[src/rtl/one_hot_rx.sv]
// one_hot_rx: checks an 8-bit one-hot lane for validity and +1 mod 8 sequencing, with HUNT/CHECK/LOCKED sync.
// ONE_HOT_RX_ERR_CNT_EN enables the saturating miss counter; otherwise err_count is tied to 0.
module one_hot_rx #(
    parameter int LOCK_CNT   = 4,
    parameter int MISS_LIMIT = 2,
    parameter int ERR_W      = 8
) (
    input  logic             clk,
    input  logic             nreset,
    input  logic             go,
    input  logic [7:0]       one_hot_in,
    input  logic             clr_err,
    output logic [2:0]       index,
    output logic             valid,
    output logic             onehot_err,
    output logic             seq_err,
    output logic             locked,
    output logic [ERR_W-1:0] err_count
);
    localparam logic [1:0] HUNT = 2'd0, CHECK = 2'd1, LOCKED = 2'd2;
    logic [1:0] state, state_nx;
    logic [2:0] expected, pos;
    logic [3:0] good_run, good_run_nx, miss_run, miss_run_nx;
    logic good, seq_miss, miss;
    always_comb begin
        pos = '0;
        for (int i = 0; i < 8; i++)
            if (one_hot_in[i]) pos = 3'(i);
    end
    // x & (x-1) clears the lowest set bit, so zero leftover means at most one bit set
    assign good     = |one_hot_in && ((one_hot_in & (one_hot_in - 8'd1)) == 8'd0);
    assign seq_miss = good && state != HUNT && pos != expected;
    assign miss     = go && (!good || seq_miss);
    always_comb begin
        state_nx    = state;
        good_run_nx = good_run;
        miss_run_nx = miss_run;
        if (go)
            case (state)
                HUNT: if (good) begin
                    state_nx    = CHECK;
                    good_run_nx = 4'd1;
                end
                CHECK: if (miss) begin
                    state_nx    = HUNT;
                    good_run_nx = '0;
                end else begin
                    good_run_nx = good_run + 4'd1;
                    if (good_run + 4'd1 == 4'(LOCK_CNT)) begin
                        state_nx    = LOCKED;
                        miss_run_nx = '0;
                    end
                end
                LOCKED: if (miss) begin
                    miss_run_nx = miss_run + 4'd1;
                    if (miss_run + 4'd1 == 4'(MISS_LIMIT)) begin
                        state_nx    = HUNT;
                        good_run_nx = '0;
                    end
                end else
                    miss_run_nx = '0;
                default: state_nx = HUNT;
            endcase
    end
    always_ff @(posedge clk or negedge nreset)
        if (!nreset) begin
            state      <= HUNT;
            good_run   <= '0;
            miss_run   <= '0;
            expected   <= '0;
            index      <= '0;
            valid      <= 1'b0;
            onehot_err <= 1'b0;
            seq_err    <= 1'b0;
            locked     <= 1'b0;
        end else begin
            state      <= state_nx;
            good_run   <= good_run_nx;
            miss_run   <= miss_run_nx;
            valid      <= go && good;
            onehot_err <= go && !good;
            seq_err    <= go && seq_miss;
            locked     <= state_nx == LOCKED;
            // mismatching good samples also reload expected so the checker resyncs
            if (go && good) begin
                index    <= pos;
                expected <= pos + 3'd1;
            end
        end
`ifdef ONE_HOT_RX_ERR_CNT_EN
    always_ff @(posedge clk or negedge nreset)
        if (!nreset)
            err_count <= '0;
        else if (clr_err)
            err_count <= '0;
        else if (miss && err_count != '1)
            err_count <= err_count + ERR_W'(1);
`else
    logic unused_clr;
    assign unused_clr = clr_err;
    assign err_count  = '0;
`endif
endmodule

[config.mk]
export PLATFORM = sky130hd
export DESIGN_NAME = one_hot_rx
export DESIGN_NICKNAME = d
export VERILOG_FILES = /design/src/rtl/one_hot_rx.sv
export SDC_FILE = /design/constraint.sdc
export NUM_CORES = 1
export LEC_CHECK = 0
export ABC_AREA = 1
export CORE_UTILIZATION = 45
export DETAILED_ROUTE_END_ITERATION = 12
export GPL_ROUTABILITY_DRIVEN = 0
export PLACE_DENSITY = 0.71
export REMOVE_ABC_BUFFERS = 1
export SYNTH_ARGS = -nofsm -noshare
export SYNTH_HDL_FRONTEND = slang
export SYNTH_SLANG_ARGS = --single-unit
export TNS_END_PERCENT = 10
[constraint.sdc]
create_clock -name clk -period 4.7 [get_ports clk]
set_input_delay 0.94 -clock clk [delete_from_list [all_inputs] [get_ports clk]]
set_output_delay 0.94 -clock clk [all_outputs]
set_load 0.02 [all_outputs]
======== Word-level counts from Yosys, hierarchy flattened ========
Cells that the tools add are included.
storage, ports and cells
  flip-flop bits (word level) ............. 20
  latch bits .............................. 0
  bits in writable memories ............... 0
  ROM bits ................................ 0
  word-level logic and storage cells ...... 65
  memories kept ........................... 0
operators by class
  $add $sub $neg .......................... 4
  multipliers ............................. 0
  divide/modulo/power cells ............... 0
  $lt $le $gt $ge ......................... 0
  equal/unequal tests ..................... 11
  shift operators ......................... 0
  multiplexer cells ....................... 23
  bitwise gates (word level) .............. 1
  reductions and logical operators ........ 17
operator list
  cell                                                                   count
  4-bit 2-to-1 mux                                                       7
  3-bit 2-to-1 mux                                                       5
  2-bit 2-to-1 mux                                                       7
  4-bit case mux with 3 select lines                                     1
  2-bit inequality test, second input constant                           5
  4-bit by 1-bit adder with 4-bit output, second input constant          2
  8-bit AND                                                              1
  8-bit zero test                                                        1
  4-bit case mux with 2 select lines                                     1
  8-bit OR reduction                                                     1
  8-bit by 1-bit subtractor with 8-bit output, second input constant     1
  1-bit logical AND                                                      7
  2-bit case mux with 3 select lines                                     1
  5-bit AND reduction                                                    1
  2-bit equality test, second input constant                             2
  4-bit by 2-bit equality test with 1-bit output, second input constant  1
  4-bit by 3-bit equality test with 1-bit output, second input constant  1
  4-bit AND reduction                                                    1
  2-bit nonzero test                                                     2
  3-bit by 1-bit adder with 3-bit output, second input constant          1
  3-bit inequality test                                                  1
  3-bit nonzero test                                                     1
  2-bit by 1-bit equality test with 1-bit output, second input constant  1
  2-bit zero test                                                        1
  3 further kinds                                                        3

======== Depth between registers and ports, before layout ========
  word-level depth ........................ 15
  depth in mapped cells ................... 17
  gate-level depth less buffers ........... 17

======== Worst setup path after synthesis ========
OpenSTA, ideal clock, no wires.
  path kind ............................... input to register
  start ................................... in one_hot_in[6]
  end ..................................... reg good_run[1]
  library setup time ...................... 0.117 ns
  arrival ................................. 2.173 ns
  slack ................................... 2.410 ns
  cell stages on the path ................. 14
  cell sequence ........................... nor2_2 > inv_1 > nand2_1 > inv_1 > nor2_2 > nand3_2 > nor2_2 > nand2_2 > nand2_4 > nand2_4 > nand2_4 > nand4_1 > nand2_1 > nand2_1
between the ends
  cells in the longest elaborated chain, start to end .. 10
  elaborated cells on any way between the ends .. 18
RTL lines
  what                                                                                               RTL line  RTL
  start, declared                                                                                    11        input logic [7:0] one_hot_in,
  8-bit by 1-bit subtractor with 8-bit output                                                        31        assign good = |one_hot_in && ((one_hot_in & (one_hot_in - 8'd1)) == 8'd0);
  8-bit AND                                                                                          31
  8-bit zero test                                                                                    31
  1-bit logical AND                                                                                  31
  1-bit logical AND (2 in series)                                                                    32        assign seq_miss = good && state != HUNT && pos != expected;
  1-bit logical OR                                                                                   33        assign miss = go && (!good || seq_miss);
  1-bit logical AND                                                                                  33
  2-bit inequality test (no source line) / 4-bit 2-to-1 mux (equally long branches)                  --
  5-bit AND reduction (no source line) / 4-bit case mux with 3 select lines (equally long branches)  --
  end signal, assigned                                                                               78        good_run <= good_run_nx;
  end, declared                                                                                      23        logic [3:0] good_run, good_run_nx, miss_run, miss_run_nx;
Parallel ways exist; a longest one is shown, timed or not.
A chain may end at the register's enable or synchronous reset.

======== Worst setup path in the final report ========
Ends and elaborated chain as after synthesis.

==> run metrics <==
outcome completed; ant diodes 0; Primary FF master, synth dfrtp_1; share of power burned in registers 0.417; Via density 4.46; DP HPWL 1.80 mm; cts repair resizes 0; Worst Path Arrival 2.91 ns; Worst Max-Slew Pin Slew 0.931 ns; number of flops mapped to enable cells by yosys 0; Core Area 0.00303 mm2; Max Fanout on Critical Path 6; die width 58.3 um; Yosys reg bits 20; CP Launch Type primary input; total gr overflow 0; P_int 0.364 mW; share of Yosys cell area claimed by the top area cell type 0.351; Finished Core Util 0.552; fraction of layout instances using a drive strength above 1 0.106; RSZ-0062 raised after global routing no; class of the worst hold path register to register; Peak Freq 371 MHz; top-count cell post-synth nand2_1; WP data required 4.91 ns; Post-Synthesis Cells 187; Pwr per Cell Area 332 mW/mm2; clock root cell clkbuf_4; Layout area overhead 17.1%; clk slew on worst S/H paths 0.11 ns; Setup TNS 0 ns; IO Port Bufs 17; post-synth cell types 27; Total Nets Final 229; post-synthesis sequential area ratio 0.351; initial antenna violation count 0; vias post-DR 1119; io pins 27; TritonCTS Buffers 3; Starting Density 0.471; largest net degree at the start of global routing 21; final count of hold timing violations 0; yosys warns 0; Post-synth top cells nand2_1 (53), inv_1 (27), dfrtp_1 (20), nor2_1 (16), nand3_1 (10); H-tree depth 1; CTS tree built; Sw Share 0.345; drt total wl 2.34 mm; Clock Sink Count 20; DRT Pass-1 Iters 4; critical setup path kind primary input to register; maximum clock path buffer count 2; Fillers 285; synth top area cells dfrtp_1 (35%), nand2_1 (14%), ha_1 (7.9%), inv_1 (7.1%), buf_4 (4.2%); 1st-iter DRT viols 17; hold path cells 2; headroom to the max-slew limit 0.378; Crit. End Element register; Syn Area/Cell 7.63 um2; Comb pwr share 0.328; Synth Cell Area 0.00143 mm2; Hold-fix buffers, CTS 0; DIE AREA 0.00340 mm2; # DRC 0; first-pass GRT wire length 4.25 mm; Tmin final 2.70 ns; Switch Pwr 0.192 mW; Core Rows 20; Leak 0.851 nW; ANT nets after route 0; gr usage total 0.164; Tcrit/Tclk final 0.574; ys async rst share 1.00; post-CTS setup buffer count 0; IR drop worst, VDD 0.000317 V; Max Cap Viol 0; number of global-route vias before repair 1016; cell taking the most area after synthesis dfrtp_1; fin. max-slew vios 0; die height 58.3 um; power share of the clock group 0.255; routed len/inst 9.30 um; Clock Skews 0.00224 ns; Reg2Reg Depth 7; Worst-Skew Late Latency 0.31 ns; final setup fails 0
path summary, 6_finish.rpt:
kind | startpoint | to | slack [ns]
max | one_hot_in[6] | good_run[1] | 2.00
min | index[0] | index[0] | 0.49
max reg2reg | good_run[0] | miss_run[1] | 2.80
min reg2reg | index[0] | index[0] | 0.49
max in group asynchronous | nreset | good_run[3] | 3.00
min in group asynchronous | nreset | index[2] | 1.14
critical path, stage by stage:
cell             delay [ns]
clkdlybuf4s50_1        0.46
nor2_2                 0.26
inv_1                  0.07
nand2_1                0.07
inv_1                  0.04
nor2_2                 0.12
nand3_2                0.14
nor2_2                 0.12
nand2_2                0.10
nand2_4                0.11
nand2_4                0.06
nand2_4                0.08
nand4_1                0.17
nand2_1                0.11
nand2_1                0.06
registers in the layout (all words and copies together) (netlist names):
register and cells:
miss_run 4, valid 1, expected 3, good_run 4, onehot_err 1, seq_err 1
state 2, index 3, locked 1
cells by family after synthesis:
group / count (synthesis) / share of synthesized area
compound gates: 16 / 0.0728
xor+xnor: 7 / 0.0430
fa+ha+maj: 9 / 0.0789
buf+inv: 36 / 0.116
flops: 20 / 0.351
other cells: 1 / 0.00263
simple gates: 98 / 0.336
layer usage:
metal  wire [um]  vias up  GRT usage
li1            -      603          -
met1        1200      492      0.222
met2        1040       22      0.259
met3          87        2     0.0462
met4          10        0     0.0408
met5           0        -          0
power groups by stage:
stage	combinational, mW	sequential (mW)	clock (mW)
floorplan	0.129	0.237	0
global placement	0.180	0.234	0
detailed placement	0.182	0.234	0
CTS	0.183	0.231	0.147
global route	0.210	0.236	0.155
finish	0.182	0.231	0.142
placed cells by master (no fill, tap or decap), types with 2 or more instances in the layout:
master | netlist | routed
nand2_1 | 53 | 53
inv_1 | 27 | 27
dfrtp_1 | 20 | 20
clkdlybuf4s50_1 | 0 | 17
nor2_1 | 16 | 16
nand3_1 | 10 | 10
ha_1 | 9 | 9
conb_1 | 1 | 8
o21ai_0 | 4 | 4
xnor2_1 | 4 | 4
nand2_4 | 4 | 4
o21ai_1 | 4 | 4
xor2_1 | 3 | 3
nor2_2 | 3 | 3
a21oi_1 | 3 | 3
nand3_2 | 3 | 3
nand2_2 | 3 | 3
clkbuf_4 | 0 | 3
nand4_1 | 2 | 2
a31oi_1 | 2 | 2
final cells by class:
type                            count  area (um2)  share of cell area
Clock inverter                      1        30.0              0.0180
Inverter                           28         105              0.0629
Sequential cell                    20         500               0.300
Multi-Input combinational cell    138         787               0.471
Clock buffer                        3        22.5              0.0135
Tap cell                           44        55.1              0.0330
Timing Repair Buffer               17         170               0.102
metrics by stage:
stage / setup slack, ns / total power, mW / instance area (um2) / hold slack (ns) / std cells
6_report: 2.00 / 0.555 / 1670 / 0.493 / 251
3_5_place_dp: 1.67 / 0.415 / 1620 / 0.471 / 247
4_1_cts: 2.01 / 0.561 / 1670 / 0.500 / 251
2_1_floorplan: 2.41 / 0.366 / 1390 / 0.470 / 186
5_1_grt: 1.81 / 0.601 / 1670 / 0.546 / 251
3_3_place_gp: 1.69 / 0.414 / 1620 / 0.467 / 247
(Power assumes the default switching activity.)
==> patch, RTL diff (config.mk and constraints unchanged) <==
Change the parameter `ERR_W` from 8 to 6.
--- a/src/rtl/one_hot_rx.sv
+++ b/src/rtl/one_hot_rx.sv
@@ -3,7 +3,7 @@
 module one_hot_rx #(
     parameter int LOCK_CNT   = 4,
     parameter int MISS_LIMIT = 2,
-    parameter int ERR_W      = 8
+    parameter int ERR_W      = 6
 ) (
     input  logic             clk,
     input  logic             nreset,
Interface: changed (resized err_count); port bits go from 27 to 25. No check against the original RTL was run, so the function may have changed too.
==> patch against the unedited design <==
The run now ends with DRC left; setup slack worse by 0.024 ns; routed wire length is 9.0% higher; global-route usage increased by 1.0 points; sequential cell count unchanged; final area shrank 1.4%; area after synthesis down 1.1%; clock power about the same; via count is 3.4% higher; final cell count decreased by 6.0%; power hardly changed; synthesized cell count fell by 1.1%; largest power group unchanged.
==> patch: results (changes against the unedited design) <==
* Outcome: complete, but fails checks
* Violated checks: DRC
* R2r endpoint: miss_run[3]
* Psw at 192 uW (+0.17%)
* Avg Cell Area, Syn at 7.63 um^2 (about the same)
* Drt first pass iters at 10 (+6)
* GRT Total Usage at 0.174 (+0.0104)
* Grt met2 use at 0.309 (+0.0493)
* Share of cells above drive strength 1 at 0.107 (+0.00104)
* Placed insts at 232 (-6.1%)
* Hold Crit Start: expected[2]
* Leak at 0.845 nW (-0.76%)
* Arrival time worst endpoint at 2.93 ns (+0.02 ns)
* First-pass GRT wire length at 4550 um (+7.2%)
* DP HPWL at 2050 um (+14%)
* Synth area leaders: dfrtp_1, nand2_1, ha_1
* Vias in the first global route at 1115 (+9.7%)
* Root buf cell: clkbuf_4
* Filler cell count at 273 (-4.2%)
* WHS Endpoint: expected[2]
* WL/cell at 10.8 um (+16%)
* Sequential fraction of the synthesis area at 0.355 (+0.00373)
* GR Util met1 at 0.208 (-0.0140)
* IO Port Bufs at 17 (unchanged)
* Worst R2R Setup Slack at 2.88 ns (+0.08 ns)
* Max-slew headroom at 0.397 (+0.0193)
* Reg2reg start: good_run[0]
* Iter 0 DRT Violations at 25 (+8)
* DRC at 2 (+2)
* Drt via density at 4.90 (+10%)
* Worst Skew at 0.00402 ns (+0.00178 ns)
* Smallest hold slack at 0.525 ns (+0.0326 ns)
* Met3 Use GR at 0.0513 (+0.00519)
* Finished Layout Cells at 236 (-6.0%)
* Max Root-Sink Buffers at 2 (unchanged)
* Clock-pin slew on the worst setup and hold paths at 0.12 ns
* Max IR drop VDD at 0.289 mV (-8.7%)
patch: cell types whose count changed in the layout (fill, tap and decap cells not counted):
cell | unedited run | this run
conb_1 | 8 | 6
patch: routing by layer:
metal	share of wire	wire, um
met1	0.45	1160
met2	0.48	1220
met3	0.046	116
met4	0.019	48
met5	0	0
patch: metrics by stage:
step	util	instance area [um^2]	setup WS, ns	power, mW
finish	0.577	1650	1.98	0.556
global route	0.577	1650	1.74	0.592
CTS	0.577	1650	1.95	0.559
detailed placement	0.559	1590	1.63	0.418
global placement	0.559	1590	1.71	0.410
floorplan	-	1390	2.41	0.365
patch: area by class of cell:
type / instances / area [um^2] / area share
Multi-Input combinational cell: 136 / 779 / 0.473
Timing Repair Buffer: 17 / 170 / 0.103
Clock buffer: 3 / 22.5 / 0.0137
Clock inverter: 1 / 30.0 / 0.0182
Tap cell: 31 / 38.8 / 0.0236
Inverter: 28 / 105 / 0.0638
Sequential cell: 20 / 500 / 0.304
patch: worst max path at each step:
stage	start	endpoint	cells past startpoint
global placement	one_hot_in[6]	good_run[1]	15
floorplan	one_hot_in[6]	good_run[1]	14
CTS	one_hot_in[6]	good_run[3]	15
finish	one_hot_in[6]	good_run[3]	15
detailed placement	one_hot_in[6]	good_run[3]	15
global route	one_hot_in[6]	good_run[3]	15
patch: logic make-up (layout without fill, tap and decap cells):
logic type | Yosys count | in the layout | synth area share
and+or+nand+nor | 98 | 98 | 0.340
AOI/OAI and AO/OA | 16 | 16 | 0.0736
adders and majority gates | 9 | 9 | 0.0798
other | 1 | 6 | 0.00266
xor gates and xnor gates | 7 | 7 | 0.0434
DFF | 20 | 20 | 0.355
buffers and inverters | 34 | 49 | 0.106
patch: worst max-delay path, stage by stage:
cell and delay (ns):
clkdlybuf4s50_1 0.46, nor2_2 0.26, inv_1 0.07, nand2_1 0.07
inv_1 0.04, nor2_2 0.12, nand3_2 0.14, nor2_2 0.12
nand2_2 0.10, nand2_4 0.11, nand2_4 0.06, nand2_4 0.08
nand4_1 0.18, nand2_1 0.12, nand2_1 0.06
patch: power groups by stage:
stage	logic, mW	clock network, mW	registers, mW
after floorplan	0.127	0	0.237
after global placement	0.176	0	0.233
after detailed placement	0.183	0	0.235
after CTS	0.184	0.144	0.232
after global routing	0.205	0.151	0.237
final	0.182	0.142	0.232
